==> config.mk <==
export PLATFORM = sky130hd
export DESIGN_NAME = adder_seq_ctrl_flat
export DESIGN_NICKNAME = d
export VERILOG_FILES = /design/src/rtl/adder_seq_pkg.sv /design/src/rtl/adder_seq_ctrl_if.sv /design/src/rtl/adder8.sv /design/src/rtl/adder_seq_ctrl.sv /design/src/flat_wrapper.sv
export SDC_FILE = /design/constraint.sdc
export NUM_CORES = 1
export LEC_CHECK = 0
export ABC_AREA = 1
export BUFFER_PORTS_ARGS = -buffer_cell sky130_fd_sc_hd__buf_2
export CELL_PAD_IN_SITES_DETAIL_PLACEMENT = 0
export CELL_PAD_IN_SITES_GLOBAL_PLACEMENT = 1
export CORE_MARGIN = 2
export CORE_UTILIZATION = 43
export DETAILED_ROUTE_END_ITERATION = 10
export MAX_ROUTING_LAYER = met4
export PLACE_DENSITY = 0.89
export RECOVER_POWER = 50
export SLEW_MARGIN = 20
export SYNTH_ARGS = -nofsm -noshare
export SYNTH_HDL_FRONTEND = slang
export SYNTH_SLANG_ARGS = --single-unit
==> constraint.sdc <==
create_clock -name clk -period 6.32 [get_ports clk]
set_input_delay 0 -clock clk [delete_from_list [all_inputs] [get_ports clk]]
set_output_delay 0 -clock clk [all_outputs]
set_load 0.02 [all_outputs]
==> src/rtl/adder_seq_pkg.sv <==
// Shared constants and state encoding for the byte-serial wide adder.
package adder_seq_pkg;

  localparam int BYTE_W     = 8;
  localparam int NBYTES_DEF = 4;

  typedef enum logic [1:0] {
    IDLE = 2'd0,
    RUN  = 2'd1,
    DONE = 2'd2
  } state_t;

  // Byte index is at least one bit wide, even for a single-byte operand.
  function automatic int idx_width(input int nbytes);
    return $clog2((nbytes < 2) ? 2 : nbytes);
  endfunction

endpackage

==> src/rtl/adder_seq_ctrl_if.sv <==
// Operand/result handshake bundle for adder_seq_ctrl.
// The sub signal exists only when ADDSEQ_SUB_EN is defined.
interface adder_seq_ctrl_if
  import adder_seq_pkg::*;
#(
  parameter int NBYTES = NBYTES_DEF
);
  localparam int W = BYTE_W * NBYTES;

  logic         in_valid;
  logic         in_ready;
  logic [W-1:0] a;
  logic [W-1:0] b;
  logic         cin;
`ifdef ADDSEQ_SUB_EN
  logic         sub;
`endif
  logic         out_valid;
  logic         out_ready;
  logic [W-1:0] sum;
  logic         cout;
  logic         ovf;
  logic         busy;

`ifdef ADDSEQ_SUB_EN
  modport slave (
    input  in_valid, a, b, cin, sub, out_ready,
    output in_ready, out_valid, sum, cout, ovf, busy
  );
  modport master (
    output in_valid, a, b, cin, sub, out_ready,
    input  in_ready, out_valid, sum, cout, ovf, busy
  );
`else
  modport slave (
    input  in_valid, a, b, cin, out_ready,
    output in_ready, out_valid, sum, cout, ovf, busy
  );
  modport master (
    output in_valid, a, b, cin, out_ready,
    input  in_ready, out_valid, sum, cout, ovf, busy
  );
`endif

endinterface

==> src/rtl/adder8.sv <==
// 8-bit ripple-carry adder, purely combinational.
module adder8 (
  input  logic [7:0] a,
  input  logic [7:0] b,
  input  logic       ci,
  output logic [7:0] s,
  output logic       co
);

  logic [8:0] c;

  assign c[0] = ci;

  generate
    for (genvar gi = 0; gi < 8; gi++) begin : g_fa
      assign s[gi]   = a[gi] ^ b[gi] ^ c[gi];
      assign c[gi+1] = (a[gi] & b[gi]) | (c[gi] & (a[gi] ^ b[gi]));
    end
  endgenerate

  assign co = c[8];

endmodule

==> src/rtl/adder_seq_ctrl.sv <==
// Wide add done one byte per cycle on a shared adder8, LSB byte first.
// Optional subtract mode is enabled with the ADDSEQ_SUB_EN macro.
module adder_seq_ctrl
  import adder_seq_pkg::*;
#(
  parameter int NBYTES = NBYTES_DEF
)(
  input logic               clk,
  input logic               rst,
  adder_seq_ctrl_if.slave   bus
);

  localparam int W    = BYTE_W * NBYTES;
  localparam int IDXW = idx_width(NBYTES);
  localparam logic [IDXW-1:0] LAST_IDX = IDXW'(NBYTES - 1);

  state_t            state_reg;
  state_t            state_next;
  logic [W-1:0]      a_reg;
  logic [W-1:0]      b_reg;
  logic [W-1:0]      sum_reg;
  logic              carry_reg;
  logic [IDXW-1:0]   idx_reg;
  logic [W-1:0]      b_eff;
  logic              carry_init;
  logic              accept;

  logic [BYTE_W-1:0] a_byte    [NBYTES];
  logic [BYTE_W-1:0] beff_byte [NBYTES];
  logic [BYTE_W-1:0] add_a;
  logic [BYTE_W-1:0] add_b;
  logic [BYTE_W-1:0] add_s;
  logic              add_co;

`ifdef ADDSEQ_SUB_EN
  logic sub_reg;

  // Subtract is a + ~b + 1; cin is ignored in that mode.
  assign b_eff      = sub_reg ? ~b_reg : b_reg;
  assign carry_init = bus.sub ? 1'b1 : bus.cin;

  always_ff @(posedge clk or posedge rst) begin
    if (rst) begin
      sub_reg <= 1'b0;
    end else if (accept) begin
      sub_reg <= bus.sub;
    end
  end
`else
  assign b_eff      = b_reg;
  assign carry_init = bus.cin;
`endif

  assign accept = (state_reg == IDLE) && bus.in_valid;

  generate
    for (genvar gi = 0; gi < NBYTES; gi++) begin : g_bytes
      assign a_byte[gi]    = a_reg[gi*BYTE_W +: BYTE_W];
      assign beff_byte[gi] = b_eff[gi*BYTE_W +: BYTE_W];
    end
  endgenerate

  assign add_a = a_byte[idx_reg];
  assign add_b = beff_byte[idx_reg];

  adder8 u_adder8 (
    .a  (add_a),
    .b  (add_b),
    .ci (carry_reg),
    .s  (add_s),
    .co (add_co)
  );

  always_ff @(posedge clk or posedge rst) begin
    if (rst) begin
      state_reg <= IDLE;
    end else begin
      state_reg <= state_next;
    end
  end

  always_comb begin
    state_next = state_reg;
    case (state_reg)
      IDLE:    if (bus.in_valid)       state_next = RUN;
      RUN:     if (idx_reg == LAST_IDX) state_next = DONE;
      DONE:    if (bus.out_ready)      state_next = IDLE;
      default: state_next = IDLE;
    endcase
  end

  // Handshake outputs depend on state only.
  always_comb begin
    bus.in_ready  = 1'b0;
    bus.out_valid = 1'b0;
    bus.busy      = 1'b0;
    case (state_reg)
      IDLE: bus.in_ready = 1'b1;
      RUN:  bus.busy     = 1'b1;
      DONE: begin
        bus.out_valid = 1'b1;
        bus.busy      = 1'b1;
      end
      default: bus.in_ready = 1'b0;
    endcase
  end

  always_ff @(posedge clk or posedge rst) begin
    if (rst) begin
      a_reg     <= '0;
      b_reg     <= '0;
      sum_reg   <= '0;
      carry_reg <= 1'b0;
      idx_reg   <= '0;
    end else if (accept) begin
      a_reg     <= bus.a;
      b_reg     <= bus.b;
      carry_reg <= carry_init;
      idx_reg   <= '0;
    end else if (state_reg == RUN) begin
      sum_reg[idx_reg*BYTE_W +: BYTE_W] <= add_s;
      carry_reg                         <= add_co;
      if (idx_reg != LAST_IDX) begin
        idx_reg <= idx_reg + IDXW'(1);
      end
    end
  end

  assign bus.sum  = sum_reg;
  assign bus.cout = carry_reg;
  assign bus.ovf  = (a_reg[W-1] == b_eff[W-1]) && (sum_reg[W-1] != a_reg[W-1]);

endmodule

==> src/flat_wrapper.sv <==
// flat-port wrapper written by rule: the top's interface ports become plain ports
module adder_seq_ctrl_flat import adder_seq_pkg::*;
#(
  parameter int NBYTES = NBYTES_DEF
)
  (clk, rst, bus_in_valid, bus_a, bus_b, bus_cin, bus_out_ready, bus_in_ready, bus_out_valid, bus_sum, bus_cout, bus_ovf, bus_busy);
  adder_seq_ctrl_if #(.NBYTES(NBYTES)) bus_i ();
  input logic clk;
  input logic rst;
  input wire logic [$bits(bus_i.in_valid)-1:0] bus_in_valid;
  input wire logic [$bits(bus_i.a)-1:0] bus_a;
  input wire logic [$bits(bus_i.b)-1:0] bus_b;
  input wire logic [$bits(bus_i.cin)-1:0] bus_cin;
  input wire logic [$bits(bus_i.out_ready)-1:0] bus_out_ready;
  output wire logic [$bits(bus_i.in_ready)-1:0] bus_in_ready;
  output wire logic [$bits(bus_i.out_valid)-1:0] bus_out_valid;
  output wire logic [$bits(bus_i.sum)-1:0] bus_sum;
  output wire logic [$bits(bus_i.cout)-1:0] bus_cout;
  output wire logic [$bits(bus_i.ovf)-1:0] bus_ovf;
  output wire logic [$bits(bus_i.busy)-1:0] bus_busy;
  assign bus_i.in_valid = bus_in_valid;
  assign bus_i.a = bus_a;
  assign bus_i.b = bus_b;
  assign bus_i.cin = bus_cin;
  assign bus_i.out_ready = bus_out_ready;
  assign bus_in_ready = bus_i.in_ready;
  assign bus_out_valid = bus_i.out_valid;
  assign bus_sum = bus_i.sum;
  assign bus_cout = bus_i.cout;
  assign bus_ovf = bus_i.ovf;
  assign bus_busy = bus_i.busy;
  adder_seq_ctrl #(.NBYTES(NBYTES)) u_core (.clk(clk), .rst(rst), .bus(bus_i));
endmodule
# After elaboration in Yosys (flattened, before gate mapping)
# Cells that the tools add are included.
dict set report classes {
  n_addsub 2
  order_cmp 1
  eq_ne 9
  shifts 2
  muxes 19
  n_bitwise 42
  reduce_logical 9
}
# op count
set ops {}
lappend ops {{$neg A5 Y34} 1}
lappend ops {{$shift A8 B34 Y32 const A} 1}
lappend ops {{$shiftx A8 B34 Y32} 1}
lappend ops {{$bmux W8 S2} 2}
lappend ops {{$bwmux W32} 1}
lappend ops {{$mux W8} 4}
lappend ops {{$and A1 B1 Y1} 16}
lappend ops {{$xor A1 B1 Y1} 16}
lappend ops {{$mux W2} 6}
lappend ops {{$or A1 B1 Y1} 8}
lappend ops {{$ne A2 B2 Y1 const B} 3}
lappend ops {{$pmux W2 S3} 1}
lappend ops {{$mux W1} 5}
lappend ops {{$eq A2 B2 Y1 const B} 2}
lappend ops {{$reduce_and A2 Y1} 2}
lappend ops {{$reduce_bool A2 Y1} 2}
lappend ops {{$ge A3 B3 Y1 const B} 1}
lappend ops {{$not A2 Y3} 1}
lappend ops {{$reduce_and A3 Y1} 1}
lappend ops {{$add A2 B1 Y2 const B} 1}
lappend ops {{$eq A2 B1 Y1 const B} 1}
lappend ops {{$logic_and A1 B1 Y1} 2}
lappend ops {{$logic_not A2 Y1} 1}
lappend ops {{$ne A2 B1 Y1 const B} 1}
lappend ops {{other kinds (4)} 4}
dict set report totals {
  register_bits 101
  in_bits 69
  out_inout_bits 37
  word_cells 90
}

# Depth between registers and ports, before layout
# Gate-level depths: netlist of the first run.
dict set report depth {
  depth_word 23
  depth_mapped 19
  mapped_depth_nobuf 17
}

# Hierarchy
# A second synthesis of the first run with hierarchy kept.
dict set report unflattened {
  hier_cells 582
  hier_area_um2 4976.0
}
# module instances cells_each area_per_inst_um2 seq_area_each_um2
set modules_own_cells {}
lappend modules_own_cells {adder_seq_ctrl 1 564 4778.3 2527.4}
lappend modules_own_cells {adder8 1 18 197.7 0.0}

# Least setup slack after synthesis of the first run
# Ideal clock, no wire load.
dict set report synth_path {
  kind {reg-to-reg}
  startpoint {reg u_core.idx_reg[1]}
  endpoint {reg u_core.sum_reg[31] (netlist: u_core.bus.sum[31])}
  setup_time_ps 131
  t_arrival_ps 3762
  t_required_ps 6189
  setup_slack_ps 2427
  path_stages_with_launch 19
  path_buffers 2
  synth_period_minus_slack_ps 3893
  path_cell_list {dfrtp_1 > buf_4 > clkinv_1 > buf_2 > nand3_1 > nand2_1 > fa_1 > fa_1 > fa_1 > fa_1 > inv_1 > fa_1 > fa_1 > fa_1 > fa_1 > inv_1 > nor2_1 > nand2_1 > o21ai_0}
}
dict set report synth_via {
  elab_chain_cells 22
  word_cells_on_any_way 48
  cone_classes {add/sub (1); shift (2); mux (7); bitwise (38)}
}
# item line
set synth_rtl {}
lappend synth_rtl {{start: declaration} adder_seq_ctrl.sv:23} ;# logic [IDXW-1:0] idx_reg;
lappend synth_rtl {{start signal: assignment} adder_seq_ctrl.sv:124} ;# idx_reg <= idx_reg + IDXW'(1);
lappend synth_rtl {{$not A2 Y3 (not written as such)} {adder_seq_ctrl.sv:63, adder_seq_ctrl.sv:64}}
lappend synth_rtl {{$bmux W8 S2, on equally long branches} {adder_seq_ctrl.sv:63, adder_seq_ctrl.sv:64}}
lappend synth_rtl {{$mux W8, on equally long branches (2 in series)} {adder_seq_ctrl.sv:63, adder_seq_ctrl.sv:64}}
lappend synth_rtl {{$xor A1 B1 Y1} {adder8.sv:16, adder8.sv:17}}
lappend synth_rtl {{$and A1 B1 Y1} adder8.sv:17} ;# assign c[gi+1] = (a[gi] & b[gi]) | (c[gi] & (a[gi] ^ b[gi]));
lappend synth_rtl {{$or A1 B1 Y1} adder8.sv:17}
lappend synth_rtl {{$and A1 B1 Y1} adder8.sv:17}
lappend synth_rtl {{$or A1 B1 Y1} adder8.sv:17}
lappend synth_rtl {{[... 5 more ...]} --}
lappend synth_rtl {{$or A1 B1 Y1} adder8.sv:17}
lappend synth_rtl {{$and A1 B1 Y1} adder8.sv:17}
lappend synth_rtl {{$or A1 B1 Y1} adder8.sv:17}
lappend synth_rtl {{$and A1 B1 Y1} adder8.sv:17}
lappend synth_rtl {{$or A1 B1 Y1} adder8.sv:17}
lappend synth_rtl {{$xor A1 B1 Y1} adder8.sv:16} ;# assign s[gi] = a[gi] ^ b[gi] ^ c[gi];
lappend synth_rtl {{$shiftx A8 B34 Y32} adder_seq_ctrl.sv:121} ;# sum_reg[idx_reg*BYTE_W +: BYTE_W] <= add_s;
lappend synth_rtl {{$bwmux W32 (*)} adder_seq_ctrl.sv:121}
lappend synth_rtl {{end signal: indexed assignment} adder_seq_ctrl.sv:121}
lappend synth_rtl {{end: declaration} adder_seq_ctrl.sv:21} ;# logic [W-1:0] sum_reg;
# Mark *: on every way between the ends. The rest lies on a longest branch, timed or not. The select of a mux whose other input is x is not followed.
# A chain may end at the register's enable or synchronous reset.

# Final worst setup path of the first run
dict set report layout_path {
  startpoint {reg u_core.idx_reg[0]}
  endpoint {reg u_core.sum_reg[15] (netlist: u_core.bus.sum[15])}
}
# The elaborated chain is that of the path after synthesis.

==> results.txt, run 1 <==
The count of filler cells inserted in the layout is 1,042. The type of element capturing the critical path is a register. The buffer cell driving the clock tree root is clkbuf_8. The met2 demand-to-capacity share in global routing came out at 33.69%.

The total congestion overflow is 0. The maximum clock path buffer count came out at 2. The post-synth design cell area is between 0.004 and 0.005 mm2. The number of I/O pins came out at roughly 110. The pin slew with the least headroom to its limit is around 2800 ps. The clock-pin slew on the worst setup and hold paths is ~100 ps. The remaining antenna violation count after routing is 0.

Buffers placed on the I/O ports in this run total 105. The number of antenna violations at the first check in global routing is 0. Setup violations remaining at the end of the flow were counted as 0. The area of the multi-input gates is 0.001962 mm2. The leakage power summed over all cells came out at around 3.2 nW. The total nets after synthesis came out at between 600 and 700.

The sequential share of power came out at ~36%. The area overhead of the layout relative to synthesis came out at 29.48%. The wire length of the first global-routing pass is slightly below 20,000 um. The number of storage elements in the synthesis netlist came out at roughly 100. The final weighted congestion in routability-driven placement came out at 0.8388. The signal arrival time at the worst endpoint came out at 4790 ps. The areal power density over the cells is ~500 mW/mm2.

The routed length per instance came out at approximately 13 um. The area of the core is between 0.01 and 0.015 mm2. The per-instance average area after synthesis came out at 8.239 um2. The highest attainable clock frequency came out at 220.4 MHz. The number of distinct library cells after synthesis came out at 24. The initial standard-cell utilization of the core came out at roughly 44%. In this run, CTS created clock tree buffers numbering 9. The endpoint of the lowest-slack register-to-register path is u_core.bus.sum[15]$_DFFE_PP0P_. The clock period minus final worst setup slack is between 4000 and 5000 ps. The number of standard cells after synthesis came out at a little under 600.

Entering global routing, the biggest net connects 84 pins. The clock sink count came out at between 100 and 150. The number of global-route vias before repair came out at about 4,200. The cell depth of the worst flop-to-flop path is 18. The relative contribution of the clock network to total power is between 15 and 20%. The total die area is 0.01199 mm2. The overall power of the completed layout came out at 3.107 mW. The proportion of total power due to net switching came out at around 44%. VDD sags by at most about 0.23 mV. The critical path in this run is classified as reg -> reg. The share of post-route cells with drive strength above 1 came out at 12.48%. In the finished design, the share of the clock period the worst path needs comes to 71.79%. The x dimension of the die came out at approximately 110 um. The internal power came out at 1.729 mW. The via density per instance is 4.852. The global routing stage identified its most utilized layer as met2. The sequential fraction of the synthesis area is approximately 53%. The source-to-sink clock delay at the later pin of the worst-skew pair is 370 ps. In this run the critical register-to-register path is launched from u_core.idx_reg[0]$_DFFE_PP0P_. The first element of the critical path is u_core.idx_reg[0]$_DFFE_PP0P_. Global routing consumed, on the met3 layer, ~3.6% of the routing resources. The data required time of the worst path came out at around 6600 ps.

The analysis attributes to net switching a power of 1.378 mW. The final hold violation count came to 0. The final reports fail on capacitance limit, slew limit.

The post-DP HPWL is 8031 um. The global-route met1 utilization came out at a little under 30%. The footprint of the flip-flops and latches is roughly 0.0025 mm2. The number of DRC violations after detailed-routing iteration 0 came out at 226. The worst slew margin relative to its limit came out at -83.41%.

The die span in y is around 110 um. The combinational cell fraction of total power came out at approximately half. For this run, the post-layout net count is just over 800. The total count of max-transition violations in the final report came out at roughly 100. The flow ran to the end, but the final reports show violations.

Max-cap violations in this run came to 2. The count of standard-cell rows came out at 38. The post-detailed-routing wire length came out at around 12,000 um. The highest net fanout along the worst path came out at 50. The path class of the tightest hold or removal check is in -> reg. Setup repair after global routing left no endpoint under its margin. The clock tree synthesis step divided the H-tree into 3 levels.

The worst setup path is launched from a register. The antenna diode count came out at 0. The worst setup slack for register-to-register paths is 1780 ps. The total of cells resized after clock tree synthesis is 0.

The clock tree from TritonCTS is built. The detailed-router iteration count before antenna repair is 5. Yosys printed 0 warnings.

Adding up every negative setup slack in the final design gives 0 ps. The detailed-route via count is about 4,300. The overall fraction of global-route tracks in use is approximately 22%. Across the routed clock network, the largest skew measured is 12.43 ps. The end of the critical path is u_core.bus.sum[15]$_DFFE_PP0P_. In the routed design, unresolved DRC markers number 0.
==> how the worst min path moves through the flow <==
stage / slack [ps] / start / depth (start not counted) / to
after floorplan: 110 / bus_a[0] / 2 / u_core.a_reg[0]$_DFFE_PP0P_
after global placement: 100 / rst / 2 / u_core.a_reg[31]$_DFFE_PP0P_
after detailed placement: 110 / rst / 2 / u_core.b_eff[7]$_DFFE_PP0P_
after CTS: 10 / bus_out_ready / 5 / u_core.state_reg[0]$_DFFE_PP0P_
after global routing: 70 / bus_in_valid / 5 / u_core.state_reg[1]$_DFFE_PP0P_
final: 20 / bus_out_ready / 5 / u_core.state_reg[0]$_DFFE_PP0P_
==> final cells by class <==
| cell class | instances | area share, % |
|---|---|---|
| Clock inverter | 5 | 1.716 |
| Inverter | 34 | 2.099 |
| Timing Repair Buffer | 175 | 18.81 |
| Tap cell | 140 | 2.826 |
| Clock buffer | 11 | 2.120 |
| Sequential cell | 101 | 40.78 |
| Multi-Input combinational cell | 419 | 31.65 |
==> synth_stat cells, drive strengths merged <==
library cell  instances  share of area [%]
inv                  33                2.6
clkinv                1              0.078
clkbuf                9               0.73
dfrtp               101                 53
fa                    8                3.3
a21oi                 2               0.21
nand4                 1               0.13
ha                    9                2.4
buf                  18                2.8
o21a                  1               0.16
nand2               303                 24
o21ai                35                3.7
o211ai               16                2.5
nor2                 15                1.3
nand3                24                2.5
nand3b                4               0.63
nor3                  1               0.34
==> power groups by stage <==
stage               Sequential (mW)  Clock [mW]  Combinational [mW]
floorplan                      1.18           0                1.02
global placement               1.11           0                1.48
detailed placement             1.11           0                1.52
CTS                            1.10       0.492                1.55
global route                   1.14       0.523                1.72
finish                         1.10       0.488                1.51
==> cell usage in the layout (no fill, tap or decap), drive strengths merged, types with 2 or more instances in the layout <==
master,count
nand2,303
o211ai,16
nor2,15
clkinvlp,2
a21oi,2
nand3,24
clkinv,2
nand3b,4
clkbuf,49
o21ai,35
dlygate4sd3,66
ha,9
inv,32
buf,71
bufinv,3
dfrtp,101
fa,8
==> metal layers <==
metal	up-vias	share of wire, %	wire length, um
li1	2131	-	-
met2	116	47	5549
met3	11	5.5	657
met4	0	1.2	137
met5	-	0	0
met1	2036	46	5498
==> cell families after synthesis <==
family | count (synthesis) | share of synthesized area, %
adder cells (fa/ha/maj) | 17 | 5.698
AND/OR/NAND/NOR | 348 | 28.75
AO/OA/AOI/OAI | 54 | 6.534
flip-flops | 101 | 52.80
buffers and inverters | 61 | 6.220
==> worst max-delay path, cell delays in order (launching register included) <==
cell and delay, ps:
dfrtp_1 360, buf_4 250, inv_2 600, nand2_1 100, nand3_1 100, nand2_1 100, fa_1 420, fa_1 390
fa_1 390, fa_1 370, inv_1 80, fa_1 170, fa_1 190, fa_1 180, fa_1 430, inv_1 70
nor2_1 50, nand2_1 80, o21ai_0 80
==> metrics by stage <==
step           util, %  std cells  worst slack, ps  hold WS, ps  area, um2
2_1_floorplan        -        581             2427        109.6       4787
3_3_place_gp     49.35        803             1882        104.7       5350
3_5_place_dp     49.35        803             1775        111.3       5350
4_1_cts          57.64        885             1766        14.91       6248
5_1_grt          57.18        885             1361        74.50       6198
6_report         57.18        885             1783        16.20       6198
==> what timing repair did <==
item / CTS / global route
endpoints found under the hold margin: 113 / 0
setup endpoints to repair: 0 / 0
hold buffers: 66 / 0
buffers inserted: 0 / 0
Note: power is estimated with default switching activity, not from simulation.
==> run 2: changes to the inputs <==
- CORE_UTILIZATION: 43 -> 36
- PLACE_DENSITY: 0.89 -> 0.8
- clock period: 6.32 -> 4 ns (I/O delays scaled with it)
==> run 2 against run 1 <==
  * The run still ends with capacitance limit, slew limit left
  * Clock skew decreased by 2.2 ps
  * Hold slack improved by 38 ps
  * Critical path depth decreased by 1
  * Sequential cell count did not move
  * Power rose by 66%
  * Global-route usage shrank 3.3 points
  * Via count unchanged
  * Clock power grew 74%
  * Critical endpoint is now u_core.bus.sum[31]$_DFFE_PP0P_
==> results.txt, run 2 (synthesis results as in run 1) <==
The signal arrival time at the worst endpoint came out at 4030 ps (-760 ps). The clock-pin slew on the worst setup and hold paths is 70 ps (-30 ps). The post-detailed-routing wire length was 12,410 um (+4.8%).

The count of filler cells inserted in the layout came to 1,297 (+24%). The worst slew margin relative to its limit came out at -75.52% (+7.9 points). The number of remaining DRC errors is 0 (unchanged). The critical path starts at u_core.idx_reg[0]$_DFFE_PP0P_. The worst hold slack is 54.12 ps (+37.92 ps). The library cells used most frequently in the layout, excluding fill and tap cells, are 301 x nand2_1, 101 x dfrtp_1, 69 x buf_2.

The antenna diode count is 0 (unchanged). The number of placed cells counting well taps is 846 (+5.4%). The via density per instance is 4.602 (-5.1%). In this run the critical register-to-register path is captured at u_core.bus.sum[31]$_DFFE_PP0P_. The wire length of the first global-routing pass is 20,260 um (+3.2%). Leaving out fill and tap cells, the most frequent cell in the layout is nand2_1. The clock buffer count from CTS came out at 9 (unchanged).

The total congestion overflow came out at 0 (unchanged). The critical path ends at u_core.bus.sum[31]$_DFFE_PP0P_. The footprint of the flip-flops and latches was 0.002527 mm2 (unchanged).

The post-DP HPWL is 8653 um (+7.7%). The maximum clock path buffer count is 2 (unchanged). The detailed-router iteration count before antenna repair came out at 5 (unchanged).

The cell depth of the worst flop-to-flop path came to 17 (-1). TritonCTS built the clock tree. In this design, the critical path's most frequently occurring cell is fa_1. The source-to-sink clock delay at the later pin of the worst-skew pair came out at 340 ps (-30 ps).

The area of the multi-input gates came out at 0.001969 mm2 (+0.38%). The worst-case setup slack after placement was 189.8 ps (-1585 ps). The critical register-to-register path startpoint is u_core.idx_reg[0]$_DFFE_PP0P_. The overall power of the completed layout was 5.143 mW (+66%). The areal power density over the cells is 803.0 mW/mm2 (+60%). The final instance area is 0.006405 mm2 (+3.3%). The number of I/O port buffers came out at 105 (unchanged). The final worst setup slack is 184.4 ps (-1598 ps).

The worst setup skew after layout came out at 10.19 ps (-2.245 ps). The highest net fanout along the worst path was 6 (-88%). The area of the core was 0.01314 mm2 (+21%).

The post-layout utilization of the core came out at 48.75% (-8.4 points). The largest net degree at the start of global routing was 64 (-24%). By startpoint and endpoint, the worst setup path is classified as reg -> reg. The detailed-route via count came out at 4,294 (unchanged). The data required time of the worst path came out at 4210 ps (-2360 ps). The count of standard-cell rows is 42 (+11%). The clock sink count is 101 (unchanged).

The initial standard-cell utilization of the core was 36.44% (-7.7 points). The final weighted congestion in routability-driven placement is 0.9024 (+7.6%). The highest attainable clock frequency is 262.1 MHz (+19%). Walking the worst path, the cells encountered are inv_2, nand2_1, nand3_1, nand2_1, fa_1, fa_2, fa_1, fa_1, inv_1, fa_1, fa_2, fa_2, fa_1, inv_1, nor2_1, nand2_1, o21ai_0. The final hold violation count is 0 (unchanged). The slowest stage of the critical path belongs to the cell dfrtp_1.

The total number of cells along the worst setup path is 17 (-1). The die span in y is 119.3 um (+9.0%). The clock period minus final worst setup slack came out at 3816 ps (-721.8 ps). The number of endpoints failing setup at the final stage was 0 (unchanged).

The peak per-stage delay on the critical path came out at 430 ps (-170 ps). The instance area at placement is 0.005448 mm2 (+1.8%). The min-delay analysis places its worst path in the category in -> reg. The pin slew with the least headroom to its limit came out at 2618 ps (-132.8 ps). The number of non-filler instances in the completed layout is 933 (+5.4%). The total count of max-transition violations in the final report is 63 (-39%). The number of DRC violations after detailed-routing iteration 0 came out at 312 (+38%).

The number of global-route vias before repair came to 4,165 (+0.024%). The run finished, with violations left. From synthesis to final layout, the design area changed by 33.80%. The share of post-route cells with drive strength above 1 was 14.80% (+2.3 points). The number of antenna violations at the first check in global routing came out at 0 (unchanged).

The top cell family by delay on the critical path is adder cells. The cell sitting at the root of the clock tree is a clkbuf_16. The checks that failed: capacitance limit, slew limit. The maximum vdd drop was 0.3110 mV (+35%). The number of I/O pins was 106 (unchanged). The remaining antenna violation count after routing came to 0 (unchanged). STA classifies the critical path startpoint as a register. The max capacitance violation total is 1 (-1).

The leakage power summed over all cells came out at 3.294 nW (+2.7%). The total die area is 0.01424 mm2 (+19%). The overall fraction of global-route tracks in use is 18.32% (-3.3 points). STA classifies the critical path endpoint as a register. The worst setup slack for register-to-register paths is 180 ps (-1600 ps).

The final setup TNS is 0 ps (unchanged). The net count of the finished layout came out at 838 (+1.5%). The final critical-path share of the clock period came out at 95.39% (+24 points). The routed length per instance is 13.30 um (-0.59%). The total buffers and inverters traversed by the critical path came out at 3 (-1). The number of H-tree levels is 3 (unchanged). The x dimension of the die is 119.3 um (+9.0%).
[run 2: cell types whose count changed in the layout (fill, tap and decap cells not counted), sizes merged]
cell,delta
buf,+12
clkbuf,-1
clkinvlp,+1
bufinv,-3
inv,+3
[run 2: worst reg2reg max path: stages (launching register included)]
cell and delay (ps):
dfrtp_1 430, inv_2 130, nand2_1 80, nand3_1 80
nand2_1 80, fa_1 420, fa_2 350, fa_1 380
fa_1 360, inv_1 70, fa_1 190, fa_2 210
fa_2 200, fa_1 430, inv_1 70, nor2_1 50
nand2_1 90, o21ai_0 80
[run 2: where the power goes]
group	total (mW)	leakage, nW	internal [mW]	switching, mW
clock	0.847	0.142	0.450	0.397
combinational	2.53	1.86	0.914	1.61
sequential	1.77	1.29	1.49	0.280
[run 2: worst min-delay path by stage]
stage	startpoint	end	slack, ps	cells past startpoint
3_3_place_gp	rst	u_core.bus.sum[14]$_DFFE_PP0P_	180	2
3_5_place_dp	rst	u_core.bus.sum[28]$_DFFE_PP0P_	190	2
6_report	bus_out_ready	u_core.state_reg[0]$_DFFE_PP0P_	50	5
5_1_grt	bus_in_valid	u_core.state_reg[1]$_DFFE_PP0P_	80	5
2_1_floorplan	bus_a[0]	u_core.a_reg[0]$_DFFE_PP0P_	110	2
4_1_cts	bus_out_ready	u_core.state_reg[0]$_DFFE_PP0P_	30	5
[run 2: final cells by class]
type,instances,share of cell area (%)
clock inverter,6,0.8400
sequential,101,39.46
clock buffer,10,3.731
tap,176,3.438
inverter,34,2.071
timing repair buffer,187,19.71
multi-input combinational,419,30.75
[run 2: routing by layer]
| metal | global-route usage, % | wire length, um | part of all wire [%] | vias up |
|---|---|---|---|---|
| met3 | 3.017 | 657 | 5.3 | 13 |
| li1 | - | - | - | 2145 |
| met1 | 25.23 | 5986 | 48 | 2007 |
| met2 | 28.20 | 5614 | 45 | 129 |
| met5 | - | 0 | 0 | - |
| met4 | 5.294 | 153 | 1.2 | 0 |
[run 2: repair_timing]
item,in CTS,in global routing
setup endpoints to repair,0,3
hold buffers,66,0
setup buffers,0,4
hold endpoints to repair,126,0
resized for setup,0,6
==> run 3: changes to the inputs <==
--- a/config.mk
+++ b/config.mk
@@ -13,2 +13,3 @@
 export CORE_UTILIZATION = 36
+export CTS_BUF_LIST = sky130_fd_sc_hd__clkbuf_4 sky130_fd_sc_hd__clkbuf_8 sky130_fd_sc_hd__clkbuf_16
 export DETAILED_ROUTE_END_ITERATION = 10
==> constraint.sdc (replaced) <==
create_clock -name clk -period 4 [get_ports clk]
set_input_delay 0.8 -clock clk [delete_from_list [all_inputs] [get_ports clk]]
set_output_delay 0.8 -clock clk [all_outputs]
set_load 0.02 [all_outputs]
==> run 3 against run 2 <==
  * The flow still finishes with violations (capacitance limit, slew limit)
  * Count of clock-buffer cells in the layout increased by 1
  * Global-route usage decreased by 0.58 points
  * Sequential share of layout area rose by 4.4 points
  * Power decreased by 0.88%
  * Hold slack improved by 430 ps
  * Sequential power about the same
  * Setup slack improved by 69 ps
  * Critical path type unchanged
  * Critical endpoint is now u_core.bus.sum[15]$_DFFE_PP0P_
  * Largest power group unchanged
==> results.txt, run 3 (synthesis results as in run 1) <==
The number of I/O port buffers is 105 (unchanged). The overall fraction of global-route tracks in use was 17.74% (-0.58 points). The post-detailed-routing wire length came out at 11,620 um (-6.4%).

The x dimension of the die is 119.3 um (unchanged). The number of I/O pins is 106 (unchanged). The leakage power summed over all cells is 3.093 nW (-6.1%).

The sequential share of power came to 34.4% (about the same). The path class of the tightest hold or removal check is reg -> reg. The proportion of total power due to net switching was 43.20% (-1.3 points). The combinational cell fraction of total power is 48.8% (-0.4 points).

The worst setup skew after layout is 8.755 ps (-1.435 ps). The total die area came out at 0.01424 mm2 (unchanged). The total count of max-transition violations in the final report came out at 77 (+22%). The clock-pin slew on the worst setup and hold paths came out at 70 ps (about the same).

The routed length per instance was 13.43 um (+0.95%). The data required time of the worst path came out at 4210 ps (about the same). The final reports fail on capacitance limit, slew limit. The number of global-route vias before repair is 3,925 (-5.8%). The total congestion overflow came out at 0 (unchanged). The clock period minus final worst setup slack is 3747 ps (-68.94 ps). The internal power came out at 2.895 mW (+1.5%). The antenna diode count came out at 0 (unchanged).

The max capacitance violation total is 2 (+1). The total net switching power is 2.202 mW (-3.9%). The number of hold buffers added after cts is 0 (-100%). The area of the core came out at 0.01314 mm2 (unchanged).

The run finished, with violations left. Setup repair after global routing left no endpoint under its margin. Among cell families on the critical path, the largest total delay comes from adder cells. The count of filler cells inserted in the layout is 1,363 (+5.1%). Leaving out fill and tap cells, the most frequent cell in the layout is nand2_1. The detailed-route via count is 3,950 (-8.0%). The clock buffer count from CTS came out at 9 (unchanged).

The maximum vdd drop is 0.3124 mV (+0.43%). The number of remaining DRC errors came out at 0 (unchanged). The tree is rooted in a clkbuf_16. The highest net fanout along the worst path is 5 (-1). The setup path with the least slack is of type reg -> reg. The worst setup path is launched from a register.

The remaining antenna violation count after routing is 0 (unchanged). The number of H-tree levels is 3 (unchanged). The clock tree from TritonCTS is built. The number of endpoints failing setup at the final stage is 0 (unchanged). Traced cell by cell, the critical path runs through buf_6, nand2_1, nand3_1, nand2_1, fa_1, fa_2, fa_2, fa_1, inv_1, fa_1, fa_2, fa_2, fa_1, inv_1, nor2_1, nand2_1, o21ai_0.

The highest attainable clock frequency is 266.9 MHz (+1.8%). The die span in y came out at 119.3 um (unchanged). The largest net degree at the start of global routing is 84 (+31%).

The wire length of the first global-routing pass came to 19,420 um (-4.2%). The area of the multi-input gates came out at 0.001972 mm2 (+0.13%). The footprint of the flip-flops and latches came out at 0.002527 mm2 (unchanged). The clock sink count came out at 101 (unchanged). The total buffers and inverters traversed by the critical path came out at 3 (unchanged).

The type of element capturing the critical path is a register. The detailed-router iteration count before antenna repair is 4 (-1). The number of placed cells counting well taps came to 846 (unchanged). The cell with the largest stage delay on the worst path is fa_1. The via density per instance is 4.566 (-0.78%).

The number of DRC violations after detailed-routing iteration 0 is 218 (-30%). The count of standard-cell rows was 42 (unchanged). The post-DP HPWL is 8609 um (-0.50%). The relative contribution of the clock network to total power is 16.8% (+0.3 points).

The number of antenna violations at the first check in global routing came out at 0 (unchanged). The post-layout utilization of the core was 43.87% (-4.9 points). The maximum clock path buffer count was 2 (unchanged). The peak per-stage delay on the critical path came to 450 ps (+20 ps). The number of non-filler instances in the completed layout came out at 865 (-7.3%).

The source-to-sink clock delay at the later pin of the worst-skew pair came out at 340 ps (about the same). The areal power density over the cells came to 884.6 mW/mm2 (+10%). The initial standard-cell utilization of the core came out at 36.44% (unchanged). The final weighted congestion in routability-driven placement came out at 0.8983 (-0.45%). The final setup TNS came out at 0 ps (unchanged). The final critical-path share of the clock period is 93.67% (-1.7 points). The share of post-route cells with drive strength above 1 came to 18.72% (+3.9 points). The area overhead of the layout relative to synthesis is 20.39%. Leaving out fill and tap cells, the most frequent cells in the layout are 301 x nand2_1, 101 x dfrtp_1, 89 x buf_2.

The signal arrival time at the worst endpoint came out at 3950 ps (-80 ps). The final hold violation count is 0 (unchanged). The net count of the finished layout came to 771 (-8.0%). The worst slew margin relative to its limit came to -32.69% (+43 points). The pin slew with the least headroom to its limit is 1979 ps (-638.9 ps).
==> run 3: cell types whose count changed in the layout (fill, tap and decap cells not counted), sizes merged <==
cell and delta:
bufinv +1, inv -4, clkbuf -18, dlygate4sd3 -66, clkinvlp -1, buf +18, clkinv +2
==> run 3: cell type report <==
type | instances | area share (%)
inverters | 34 | 2.323
clock buffers | 11 | 4.277
clock inverters | 4 | 0.8467
well taps | 176 | 3.821
repair buffers | 120 | 10.66
flip-flops and latches | 101 | 43.86
multi-input cells | 419 | 34.22
==> run 3: worst reg2reg max path: cells and delay by family, from the launching register on <==
family / cells / cell delay [ps]
AO/OA/AOI/OAI: 1 / 70
flip-flops: 1 / 400
adder cells (fa/ha/maj): 8 / 2540
AND/OR/NAND/NOR: 5 / 340
buffers and inverters: 3 / 280
==> run 3: worst paths after layout <==
kind                                          startpoint                             end  slack, ps  depth (start not counted)
setup / recovery           u_core.idx_reg[0]$_DFFE_PP0P_  u_core.bus.sum[15]$_DFFE_PP0P_        250                         17
hold / removal              u_core.b_eff[11]$_DFFE_PP0P_    u_core.b_eff[11]$_DFFE_PP0P_        480                          2
setup reg to reg           u_core.idx_reg[0]$_DFFE_PP0P_  u_core.bus.sum[15]$_DFFE_PP0P_        250                         17
hold reg to reg             u_core.b_eff[11]$_DFFE_PP0P_    u_core.b_eff[11]$_DFFE_PP0P_        480                          2
max in group asynchronous                            rst    u_core.b_eff[12]$_DFFE_PP0P_        840                          3
min in group asynchronous                            rst  u_core.bus.sum[24]$_DFFE_PP0P_        970                          2
==> run 3: timing repair <==
item | in CTS | in global routing
setup endpoints to repair | 0 | 3
setup buffers | 0 | 3
gates resized for setup | 0 | 7
==> run 3: power by group through the flow <==
stage | clock, mW | sequential, mW | combinational, mW
after floorplan | 0 | 1.87 | 1.61
after global placement | 0 | 1.76 | 2.41
after detailed placement | 0 | 1.76 | 2.47
after CTS | 0.878 | 1.75 | 2.48
after global routing | 0.920 | 1.81 | 2.85
final | 0.856 | 1.75 | 2.49
==> run 3: stage by stage <==
stage	instance area (um2)	hold WS (ps)	total power [mW]	worst slack (ps)
6_report	5763	481.6	5.098	253.3
3_3_place_gp	5448	460.2	4.175	263.0
4_1_cts	5743	484.4	5.108	163.3
3_5_place_dp	5448	465.7	4.236	166.0
5_1_grt	5763	502.8	5.589	21.12
2_1_floorplan	4787	448.7	3.479	106.8
==> run 3: layer usage <==
layer,track usage (%),routed length [um],vias up
met5,-,0,-
met1,25.41,5966,1827
met2,26.22,5066,100
met3,3.496,544,2
li1,-,-,2021
met4,4.191,40,0
